===== config.mk =====
export PLATFORM = sky130hd
export DESIGN_NAME = dmem_access_unit
export DESIGN_NICKNAME = d
export VERILOG_FILES = /design/src/rtl/dmem_access_unit_pkg.sv /design/src/rtl/dmem_load_align.sv /design/src/rtl/dmem_access_unit.sv
export SDC_FILE = /design/constraint.sdc
export NUM_CORES = 1
export LEC_CHECK = 0
export CORE_ASPECT_RATIO = 0.75
export CORE_MARGIN = 5
export CORE_UTILIZATION = 44
export DETAILED_ROUTE_END_ITERATION = 6
export GPL_TIMING_DRIVEN = 1
export PLACE_DENSITY = 0.86
export RECOVER_POWER = 50
export SLEW_MARGIN = 30
export SYNTH_ARGS = -nofsm -noshare
export SYNTH_HDL_FRONTEND = slang
export SYNTH_SLANG_ARGS = --single-unit

===== constraint.sdc =====
create_clock -name clk_i -period 3.4 [get_ports clk_i]
set_input_delay 0.51 -clock clk_i [delete_from_list [all_inputs] [get_ports clk_i]]
set_output_delay 0.51 -clock clk_i [all_outputs]
set_load 0.01 [all_outputs]

===== src/rtl/dmem_access_unit_pkg.sv =====
// Shared types and decode helpers for the MEM-stage data-memory access unit.
package dmem_access_unit_pkg;

    typedef enum logic [1:0] {
        DMEM_IDLE,
        DMEM_BUSY,
        DMEM_DONE
    } dmem_state_e;

    // Access size as encoded in funct3[1:0].
    typedef enum logic [1:0] {
        MEM_B = 2'b00,
        MEM_H = 2'b01,
        MEM_W = 2'b10,
        MEM_D = 2'b11
    } mem_size_e;

    function automatic logic [7:0] size_mask(input mem_size_e size);
        case (size)
            MEM_B:   size_mask = 8'h01;
            MEM_H:   size_mask = 8'h03;
            MEM_W:   size_mask = 8'h0F;
            default: size_mask = 8'hFF;
        endcase
    endfunction

    function automatic logic funct3_legal(input logic is_load, input logic [2:0] funct3,
                                          input logic rv64);
        if (is_load) begin
            case (funct3)
                3'b000, 3'b001, 3'b010, 3'b100, 3'b101: funct3_legal = 1'b1;
                3'b011, 3'b110:                         funct3_legal = rv64;
                default:                                funct3_legal = 1'b0;
            endcase
        end else begin
            case (funct3)
                3'b000, 3'b001, 3'b010: funct3_legal = 1'b1;
                3'b011:                 funct3_legal = rv64;
                default:                funct3_legal = 1'b0;
            endcase
        end
    endfunction

    function automatic logic misaligned(input mem_size_e size, input logic [2:0] addr_lo);
        case (size)
            MEM_B:   misaligned = 1'b0;
            MEM_H:   misaligned = addr_lo[0];
            MEM_W:   misaligned = |addr_lo[1:0];
            default: misaligned = |addr_lo;
        endcase
    endfunction

endpackage


===== src/rtl/dmem_load_align.sv =====
// Load result formatter: picks the addressed lane of the memory word and
// sign- or zero-extends it to XLEN according to funct3.
module dmem_load_align
    import dmem_access_unit_pkg::*;
#(
    parameter int XLEN = 32
) (
    input  logic [XLEN-1:0]           rdata_i,
    input  logic [$clog2(XLEN/8)-1:0] offset_i,
    input  logic [2:0]                funct3_i,
    output logic [XLEN-1:0]           data_o
);

    logic [XLEN-1:0] lane;
    assign lane = rdata_i >> {offset_i, 3'b000};

    // funct3[2] selects zero extension (lbu/lhu/lwu).
    always_comb begin
        case (mem_size_e'(funct3_i[1:0]))
            MEM_B:   data_o = funct3_i[2] ? XLEN'(lane[7:0])  : XLEN'($signed(lane[7:0]));
            MEM_H:   data_o = funct3_i[2] ? XLEN'(lane[15:0]) : XLEN'($signed(lane[15:0]));
            MEM_W:   data_o = funct3_i[2] ? XLEN'(lane[31:0]) : XLEN'($signed(lane[31:0]));
            default: data_o = lane;
        endcase
    end

endmodule


===== src/rtl/dmem_access_unit.sv =====
// MEM-stage data-memory access engine: holds one request until data_resp (or
// timeout), stalls the pipeline meanwhile, and returns one formatted result.
module dmem_access_unit
    import dmem_access_unit_pkg::*;
#(
    parameter int XLEN        = 32,
    parameter int TIMEOUT_CYC = 256
) (
    input  logic              clk_i,
    input  logic              rst_i,
    input  logic              req_valid_i,
    input  logic              req_read_i,
    input  logic              req_write_i,
    input  logic [2:0]        req_funct3_i,
    input  logic [XLEN-1:0]   req_addr_i,
    input  logic [XLEN-1:0]   req_wdata_i,
    input  logic              flush_i,
    input  logic              data_resp_i,
    input  logic [XLEN-1:0]   data_rdata_i,
    output logic              data_read_o,
    output logic              data_write_o,
    output logic [XLEN/8-1:0] data_mbe_o,
    output logic [XLEN-1:0]   data_addr_o,
    output logic [XLEN-1:0]   data_wdata_o,
    output logic              stall_o,
    output logic              rsp_valid_o,
    output logic [XLEN-1:0]   rsp_rdata_o,
    output logic              access_fault_o,
    output logic              timeout_err_o
);

    localparam int NB    = XLEN / 8;
    localparam int OFFW  = $clog2(NB);
    localparam int CNT_W = (TIMEOUT_CYC > 1) ? $clog2(TIMEOUT_CYC) : 1;

    dmem_state_e      state_q, state_d;
    logic [CNT_W-1:0] cnt_q, cnt_d;
    logic             read_q, read_d;
    logic             write_q, write_d;
    logic             fault_q, fault_d;
    logic             timeout_q, timeout_d;
    logic [2:0]       funct3_q, funct3_d;
    logic [XLEN-1:0]  addr_q, addr_d;
    logic [XLEN-1:0]  wdata_q, wdata_d;
    logic [XLEN-1:0]  rdata_q, rdata_d;

    logic            accept;
    logic            req_fault;
    logic            timeout_hit;
    logic [OFFW-1:0] offset_q;
    logic [XLEN-1:0] load_data;

    assign offset_q = addr_q[OFFW-1:0];

    assign accept = !rst_i && req_valid_i && (req_read_i || req_write_i) && !flush_i;

    assign req_fault = (req_read_i && req_write_i)
                    || !funct3_legal(req_read_i, req_funct3_i, XLEN == 64)
                    || misaligned(mem_size_e'(req_funct3_i[1:0]), req_addr_i[2:0]);

    assign timeout_hit = (TIMEOUT_CYC != 0) && (cnt_q == CNT_W'(TIMEOUT_CYC - 1));

    dmem_load_align #(.XLEN(XLEN)) u_load_align (
        .rdata_i  (rdata_q),
        .offset_i (offset_q),
        .funct3_i (funct3_q),
        .data_o   (load_data)
    );

    // NOTE: every next-state and output gets a default before the case, so no path can infer a latch.
    always_comb begin
        state_d        = state_q;
        cnt_d          = cnt_q;
        read_d         = read_q;
        write_d        = write_q;
        fault_d        = fault_q;
        timeout_d      = timeout_q;
        funct3_d       = funct3_q;
        addr_d         = addr_q;
        wdata_d        = wdata_q;
        rdata_d        = rdata_q;
        data_read_o    = 1'b0;
        data_write_o   = 1'b0;
        data_mbe_o     = '0;
        data_addr_o    = '0;
        data_wdata_o   = '0;
        stall_o        = 1'b0;
        rsp_valid_o    = 1'b0;
        rsp_rdata_o    = '0;
        access_fault_o = 1'b0;
        timeout_err_o  = 1'b0;

        case (state_q)
            DMEM_IDLE: begin
                if (accept) begin
                    stall_o   = 1'b1;
                    read_d    = req_read_i;
                    write_d   = req_write_i;
                    funct3_d  = req_funct3_i;
                    addr_d    = req_addr_i;
                    wdata_d   = req_wdata_i;
                    fault_d   = req_fault;
                    timeout_d = 1'b0;
                    cnt_d     = '0;
                    state_d   = req_fault ? DMEM_DONE : DMEM_BUSY;
                end
            end
            DMEM_BUSY: begin
                stall_o      = 1'b1;
                data_read_o  = read_q;
                data_write_o = write_q;
                data_addr_o  = {addr_q[XLEN-1:OFFW], OFFW'(0)};
                data_mbe_o   = NB'(size_mask(mem_size_e'(funct3_q[1:0]))) << offset_q;
                data_wdata_o = wdata_q << {offset_q, 3'b000};
                // A response arriving on the timeout cycle still completes normally.
                if (data_resp_i) begin
                    rdata_d = data_rdata_i;
                    state_d = DMEM_DONE;
                end else if (timeout_hit) begin
                    timeout_d = 1'b1;
                    state_d   = DMEM_DONE;
                end else begin
                    cnt_d = cnt_q + CNT_W'(1);
                end
            end
            DMEM_DONE: begin
                rsp_valid_o    = 1'b1;
                access_fault_o = fault_q;
                timeout_err_o  = timeout_q;
                rsp_rdata_o    = (read_q && !fault_q && !timeout_q) ? load_data : '0;
                state_d        = DMEM_IDLE;
            end
            default: state_d = DMEM_IDLE;
        endcase
    end

    always_ff @(posedge clk_i) begin
        if (rst_i) begin
            state_q   <= DMEM_IDLE;
            cnt_q     <= '0;
            read_q    <= 1'b0;
            write_q   <= 1'b0;
            fault_q   <= 1'b0;
            timeout_q <= 1'b0;
        end else begin
            state_q   <= state_d;
            cnt_q     <= cnt_d;
            read_q    <= read_d;
            write_q   <= write_d;
            fault_q   <= fault_d;
            timeout_q <= timeout_d;
        end
    end

    // NOTE: datapath registers are left unreset; every consumer is gated by state_q.
    always_ff @(posedge clk_i) begin
        funct3_q <= funct3_d;
        addr_q   <= addr_d;
        wdata_q  <= wdata_d;
        rdata_q  <= rdata_d;
    end

endmodule

-- Yosys cells after proc, flatten, opt, wreduce, memory -nomap -nowiden
Cells that the tools add are included.
- logic and storage cells: 92
- output and inout bits: 106
- register bits: 113
- reduce and logical (&&, ||, !) cells: 28
- mux-type cells: 34
- $add $sub $neg: 1
- shifts and indexed selects: 3
- eq/ne operators: 16
- operators with widths (kind ; count):
    2-to-1 mux 32 bit ; 6
    case mux 32 bit (2 select lines) ; 1
    left shift 32 x 5 -> 32 bit ; 1
    right shift 32 x 5 -> 32 bit ; 1
    2-to-1 mux 8 bit ; 3
    case mux 8 bit (2 select lines) ; 1
    2-to-1 mux 1 bit ; 12
    case mux 4 bit (3 select lines) ; 1
    adder 8 x 1 -> 8 bit (second input constant) ; 1
    == test 8 bit (second input constant) ; 1
    2-to-1 mux 2 bit ; 4
    2-to-1 mux 4 bit ; 2
    != test 2 bit (second input constant) ; 4
    AND reduction 4 bit ; 2
    == test 2 x 1 -> 1 bit (second input constant) ; 3
    == test 2 bit (second input constant) ; 3
    == test 3 bit (second input constant) ; 2
    logical AND 1 bit ; 6
    logical NOT 2 bit ; 3
    AND reduction 2 bit ; 3
    OR reduction 3 bit ; 2
    logical NOT 1 bit ; 5
    OR reduction 5 bit ; 1
    case mux 1 bit (2 select lines) ; 2
    other kinds (10) ; 12

-- Logic depth before layout (Yosys ltp)
Gate-level depths: netlist of run 1.
- depth in word-level cells: 10
- depth in mapped cells: 7
- depth with buffers taken out: 5

-- Cells and area by module
Synthesis of run 1 repeated with hierarchy kept, for this count alone.
- cell total of the unflattened synthesis: 464
- area, all modules: 5587.9 µm²
- by module, submodules not included (module ; instances ; sequential area each (µm²) ; area each (µm²) ; cells each):
    dmem_access_unit ; 1 ; 3253.1 ; 4819.6 ; 361
    dmem_load_align ; 1 ; 0.0 ; 768.2 ; 103

-- Worst setup path before layout of run 1
No wires, ideal clock.
- path type: input to register
- start: input rst_i
- end: register cnt_q[5]
- setup slack: 0.228 ns
- arrival time: 3.043 ns
- stages on the path: 6
- cells stage by stage: clkbuf_1 nor3b_2 nand3_1 inv_1 o2111ai_1 mux2i_1
- longest elaborated chain between the ends: 6
- ends and longest elaborated chain (item ; RTL line ; source):
    start: declaration ; dmem_access_unit.sv:10 ; input logic rst_i,
    logical NOT 1 bit ; dmem_access_unit.sv:55 ; assign accept = !rst_i && req_valid_i && (req_read_i || req_write_i) && !flush_i;
    logical AND 1 bit (3 in series) ; dmem_access_unit.sv:55 ;
    != test 2 bit (no source line) ; n/a ;
    AND reduction 4 bit (no source line) ; n/a ;
    end signal: assignment ; dmem_access_unit.sv:147 ; cnt_q <= cnt_d;
    end: declaration ; dmem_access_unit.sv:37 ; logic [CNT_W-1:0] cnt_q, cnt_d;
Parallel ways exist; a longest one is shown, timed or not.
A chain may end at the register's enable or synchronous reset.

-- Worst setup path after layout of run 1
- start: register addr_q[0]
- end: output rsp_rdata_o[22]
- longest elaborated chain between the ends: 5
- elaborated cells on any way between the ends: 6
- those cells by class: shift (1); mux (5)
- ends and longest elaborated chain (item ; RTL line ; source):
    start: declaration ; dmem_access_unit.sv:43 ; logic [XLEN-1:0] addr_q, addr_d;
    start signal: assignment ; dmem_access_unit.sv:158 ; addr_q <= addr_d;
    right shift 32 x 5 -> 32 bit * ; dmem_load_align.sv:15 ; assign lane = rdata_i >> {offset_i, 3'b000};
    2-to-1 mux 32 bit (on tied branches) ; dmem_load_align.sv:21, dmem_load_align.sv:20 ;
    case mux 32 bit (2 select lines) * ; dmem_load_align.sv:19 ; case (mem_size_e'(funct3_i[1:0]))
    2-to-1 mux 32 bit * ; dmem_access_unit.sv:130 ; rsp_rdata_o = (read_q && !fault_q && !timeout_q) ? load_data : '0;
    2-to-1 mux 32 bit * ; dmem_access_unit.sv:93 ; case (state_q)
    end: declaration ; dmem_access_unit.sv:27 ; output logic [XLEN-1:0] rsp_rdata_o,
Mark *: on every way between the ends. The rest lies on a longest branch, timed or not.

==> flow_summary.ini, run 1 <==
[status]
outcome = finished with violations
violations = max-capacitance violations, max-slew violations

[global_routing]
grt_overflow = 0
grt_max_degree = 38
grt_pass1_vias = 4366
antenna_found_initial = 7
track_usage_pct = 21.38
grt_pass1_wl_um = 23730

[yosys]
ys_seq_elements = 113
synth.distinct_cells = 52
ys_seq_area_share_pct = 60.76
synth_ff_type = edfxtp_1
synth_edf_count = 99
ys_warn_count = 0
synth.most_common_cell = edfxtp_1
syn_area_per_cell_um2 = 12.25
async_flop_share_pct = 0
synth_area_leader_cell = edfxtp_1
syn_area_mm2 = 0.005354
syn_inst = 437
synth.area.top_cells = edfxtp_1 (56%), mux2i_1 (6.9%), and2_1 (5.7%)
synth_top_area_share_pct = 55.53
synth_common_cells = edfxtp_1 (99), and2_1 (49), nor2_1 (38)

[clock_network]
clock-sinks = 113
clk_pin_slew_ns = 0.05
clockBufferDepth = 2
postCtsHoldBufs = 0
cts_tree = yes
numCtsBuffers = 17
root_buffer = clkbuf_16
cts.htree.levels = 4
clk_latency_ns = 0.40

[floorplanning]
fp.dieH_um = 105.5
ioPinCount = 212
initial_core_util_pct = 45.60
core_mm2 = 0.01174
num_rows = 34
die_x_um = 137.4
die_area_mm2 = 0.01450

[setup_path]
cp-end-kind = output pin
worstPathRequired_ns = 2.89
critPathSlowestCell = clkdlybuf4s50_1
r2r_slack_ns = 0.46
start_kind = register
critical_path_class = reg2out
crit_path_start = addr_q[0]$_DFFE_PP_
cp_slowest_stage_delay_ns = 0.58
worstReg2RegEnd = rdata_q[20]$_DFFE_PP_
crit_arrival_ns = 2.65
crit_path_max_fanout = 33
crit_chain = buf_4 -> and2b_1 -> a2bb2oi_1 -> mux2_2 -> o22ai_1 -> clkdlybuf4s50_1
ff2ff_path_depth = 4
worst-path-buf-inv = 2
cpLargestDelayFamily = buffers and inverters
reg2reg_from = state_q[0]$_SDFFE_PP0P_

[power_and_ir_drop]
switching_power_mw = 0.6929
power_frac_seq_pct = 41.8
p_total_mw = 3.713
ir_drop_v = 0.0003694
pwr-share-comb_pct = 5.7
intPower_mw = 3.020
power_density_mw_per_mm2 = 449.7
clkPwrFrac_pct = 52.5
p_leak_nw = 2.884
swShare_pct = 18.66

[detailed_routing]
first_iter_violations = 179
route.detailed.drc = 0
wl_per_cell_um = 18.76
first_pass_iters = 5
drt-total-wl_um = 15510
vias = 4340
via_per_inst = 5.248
ant_nets = 0

[timing]
final-max-slew-violation-count = 33
fmax_mhz = 316.6
final.min_clock_period_ns = 3.158
fin_crit_sh_pct = 92.89
tns_ns = 0
rsz0062_at_grt = no
timing_worst_slew_pin_value_ns = 1.712
hold_viol = 0
finalSetupViolCount = 0
slew_headroom_pct = -14.14
fin_worst_skew_ns = 0.01034

[placement]
gp_congestion = 0.9124
placedInstanceArea_mm2 = 0.007605
dpl.hpwl_um = 11570
io_buffer_count = 209

[flow_run]
cap_viol_max_count = 1

[final_layout]
area.growth.synth_to_final_pct = 54.22
stdcell_area_mm2 = 0.008257
drive_gt1_share_pct = 7.424
num-nets-final = 755

[hold_path]
min_path_cells = 1
min_to = write_q$_SDFFE_PP0P_
worstHoldPathType = reg2reg
hold_start = write_q$_SDFFE_PP0P_
-- area by class of cell --
type,instances,area (µm²)
timing repair buffer,222,2181
fill,846,3485
sequential,113,3253
inverter,5,18.77
clock buffer,18,429.2
antenna,5,12.51
tap,162,202.7
multi-input combinational,289,1943
clock inverter,13,216.5
-- sequential cells by signal, indices dropped and copies added, names as in the netlist --
name	count
addr_q	32
cnt_q	8
fault_q	1
funct3_q	3
rdata_q	32
read_q	1
state_q	2
timeout_q	1
wdata_q	32
write_q	1
-- worst register-to-register path: stages (launching register included) --
cell	delay (ns)
dfxtp_1	0.42
nor2b_2	0.21
buf_2	0.46
and2_0	0.20
clkbuf_1	1.24
-- power groups by stage --
stage / registers, mW / clock network [mW] / logic [mW]
global route: 1.55 / 2.04 / 0.228
global placement: 1.58 / 0 / 0.230
CTS: 1.55 / 1.97 / 0.236
detailed placement: 1.58 / 0 / 0.234
finish: 1.55 / 1.95 / 0.211
floorplan: 1.58 / 0 / 0.0778
-- metrics by stage --
step	instances	hold WS (ns)	utilization [%]	worst slack, ns
2_1_floorplan	438	0.4342	-	0.2283
3_3_place_gp	789	0.4547	64.77	0.5922
3_5_place_dp	789	0.4523	64.77	0.5176
4_1_cts	820	0.4712	70.27	0.09154
5_1_grt	824	0.5116	70.26	0.08609
6_report	827	0.4666	70.32	0.2417
-- routing by layer --
| layer | vias up | share of wire, % | global-route usage, % |
|---|---|---|---|
| met2 | 201 | 46 | 34.32 |
| met3 | 21 | 10 | 9.429 |
| met1 | 2043 | 42 | 26.64 |
| met5 | - | 0.39 | 0 |
| met4 | 10 | 0.97 | 5.199 |
| li1 | 2065 | - | - |
-- kinds of logic after synthesis --
kind of cell	count (synthesis)	share of synthesized area, %
other	1	0.07004
multiplexers	39	7.338
AND/OR/NAND/NOR	144	15.19
buffers and inverters	36	3.061
adder cells (fa/ha/maj)	1	0.2337
flip-flops	113	60.76
AO/OA/AOI/OAI	103	13.34
-- placed cells by master, fill, tap and decap left out, types with 5 or more instances in the layout --
master           Yosys  final
o21ai_0              9     10
diode_2              0      5
a21oi_1             22     22
nor2b_1             17     16
dlygate4sd3_1        0    101
o22ai_1              8      8
a211oi_1            34     34
edfxtp_1            99     99
nand3_1              7      7
o2bb2ai_1            8      8
and2_1              49     48
buf_4                3     10
mux2i_1             37     37
bufinv_16            0      6
nand2_1              8      8
nor2_1              38     38
clkbuf_16            0     17
nand2b_1             7      7
clkinv_1             0      5
dfxtp_1             14     14
clkdlybuf4s50_1      0    108
-- how the worst max path moves through the flow --
stage                             to  slack [ns]  cells past startpoint
3_3_place_gp         rsp_rdata_o[14]        0.59                      5
2_1_floorplan  cnt_q[5]$_SDFFE_PP0P_        0.23                      6
5_1_grt        rdata_q[20]$_DFFE_PP_        0.09                      4
3_5_place_dp         rsp_rdata_o[22]        0.52                      5
6_report             rsp_rdata_o[22]        0.24                      6
4_1_cts              rsp_rdata_o[22]        0.09                      5
-- what timing repair did --
item,CTS,global route
resized for setup,0,1
setup endpoints to repair,0,15
endpoints found under the hold margin,0,0
setup buffers,0,2
Power figures use the tool's default switching activity.
==> run 2: changes to the inputs <==
--- a/config.mk
+++ b/config.mk
@@ -10,7 +10,7 @@
 export CORE_UTILIZATION = 44
 export DETAILED_ROUTE_END_ITERATION = 6
 export GPL_TIMING_DRIVEN = 1
-export PLACE_DENSITY = 0.86
+export PLACE_DENSITY = 0.88
 export RECOVER_POWER = 50
 export SLEW_MARGIN = 30
 export SYNTH_ARGS = -nofsm -noshare
==> run 2 against run 1 <==
Effect of this change:
- the run still ends with max-capacitance violations, max-slew violations left
- sequential power about the same
- power decreased by 7.1%
- combinational power about the same
- critical path depth is 1 lower
- non-clock buffer count down 3
- sequential share of layout area is 0.50 points higher
- worst hold slack better by 0.010 ns
- critical path type unchanged
- critical endpoint is now rsp_rdata_o[15]
- largest cell class unchanged
- highest routed layer unchanged
==> flow_summary.ini, run 2 (synthesis gave the netlist of run 1 again) <==
[status]
outcome = finished with violations
violations = max-capacitance violations, max-slew violations

[power_and_ir_drop]
p_total_mw = 3.449
power_density_mw_per_mm2 = 423.0
p_leak_nw = 2.836
ir_drop_v = 0.0003172

[detailed_routing]
first_pass_iters = 4
vias = 4358
drt-total-wl_um = 15950
met1Wirelength_um = 6538
via_per_inst = 5.302
met2_length_um = 7466
highest_layer = met5
route.detailed.drc = 0
ant_nets = 0
wl_per_cell_um = 19.40
wl_met3_um = 1693
first_iter_violations = 205

[floorplanning]
initial_core_util_pct = 45.60
num_rows = 34
die_x_um = 137.4
core_mm2 = 0.01174
ioPinCount = 212
fp.dieH_um = 105.5
die_area_mm2 = 0.01450

[placement]
dpl.hpwl_um = 12040
io_buffer_count = 209
gp_congestion = 0.8451

[final_layout]
fill_cells = 844
final_cell_mix = clkdlybuf4s50_1 (108), dlygate4sd3_1 (101), edfxtp_1 (99)
final_common_cell = clkdlybuf4s50_1
reg_top3 = addr_q x32, rdata_q x32, wdata_q x32
area.growth.synth_to_final_pct = 52.30
num-nets-final = 752
drive_gt1_share_pct = 7.447

[timing]
slew_headroom_pct = -15.31
finalSetupViolCount = 0
final.min_clock_period_ns = 3.220
fin_crit_sh_pct = 94.69
fmax_mhz = 310.6
tns_ns = 0
hold_viol = 0
final-max-slew-violation-count = 33
rsz0062_at_grt = no
timing_worst_slew_pin_value_ns = 1.730
fin_worst_skew_ns = 0.006492

[clock_network]
clock-sinks = 113
clockBufferDepth = 2
cts_tree = yes
postCtsHoldBufs = 0
clk_latency_ns = 0.39
root_buffer = clkbuf_16
numCtsBuffers = 17
cts.htree.levels = 4
clk_pin_slew_ns = 0.05

[global_routing]
track_usage_pct = 21.64
grt_max_degree = 51
grt_overflow = 0
antenna_found_initial = 4
grt_pass1_vias = 4476
grt_pass1_wl_um = 23960

[flow_run]
cap_viol_max_count = 1

[setup_path]
cp-end-kind = output pin
start_kind = register
critical_path_class = reg2out
crit_arrival_ns = 2.71
ff2ff_path_depth = 4
worstPathRequired_ns = 2.89
crit_path_max_fanout = 8

[hold_path]
worstHoldPathType = reg2reg
min_path_cells = 2
## run 2: cell types whose count changed in the layout (fill, tap and decap cells not counted), sizes merged
cell | previous run | this run
buf | 11 | 6
diode | 5 | 2
clkinvlp | 1 | 5
clkbuf | 20 | 24
bufinv | 6 | 0
inv | 4 | 8
clkinv | 7 | 4
## run 2: worst max-delay path: stages (launching register included)
cell,delay (ns)
edfxtp_1,0.50
mux2i_1,0.17
mux2_2,0.30
or3_1,0.48
a21oi_1,0.26
clkdlybuf4s50_1,0.60
## run 2: final cells by class
cell class / instances / area, µm² / share of cell area (%)
diodes: 2 / 5.005 / 0.06138
clock buffers: 20 / 489.2 / 6.000
clock inverters: 12 / 95.09 / 1.166
inverters: 5 / 18.77 / 0.2302
multi-input cells: 289 / 1934 / 23.72
flip-flops and latches: 113 / 3253 / 39.90
well taps: 162 / 202.7 / 2.486
repair buffers: 219 / 2156 / 26.44
## run 2: path summary, 6_finish.rpt
kind | to | start | slack [ns]
hold reg to reg | cnt_q[6]$_SDFFE_PP0P_ | cnt_q[6]$_SDFFE_PP0P_ | 0.48
hold / removal | cnt_q[6]$_SDFFE_PP0P_ | cnt_q[6]$_SDFFE_PP0P_ | 0.48
setup reg to reg | rdata_q[25]$_DFFE_PP_ | state_q[0]$_SDFFE_PP0P_ | 0.39
setup / recovery | rsp_rdata_o[15] | addr_q[1]$_DFFE_PP_ | 0.18
## run 2: what timing repair did
action / 4_1_cts / 5_1_grt
resized for setup: 0 / 1
buffers inserted: 0 / 0
setup endpoints to repair: 0 / 8
## run 2: stage by stage
step | instances | area, µm² | hold slack (ns) | setup WS, ns | utilization, %
detailed placement | 788 | 7585 | 0.4580 | 0.5213 | 64.60
global placement | 788 | 7585 | 0.4557 | 0.6353 | 64.60
CTS | 820 | 8169 | 0.4751 | 0.08635 | 69.58
floorplan | 438 | 5358 | 0.4342 | 0.2283 | -
finish | 822 | 8154 | 0.4767 | 0.1805 | 69.45
global route | 822 | 8154 | 0.4853 | 0.07128 | 69.45
## run 2: per-layer routing
layer	track usage [%]	vias up
li1	-	2055
met4	6.410	4
met2	35.55	208
met5	0	-
met1	25.75	2073
met3	9.524	18
## run 2: power by group
group / internal, mW / total (mW) / switching [mW]
Clock: 1.05 / 1.69 / 0.639
Sequential: 1.54 / 1.55 / 0.0131
Combinational: 0.121 / 0.210 / 0.0897
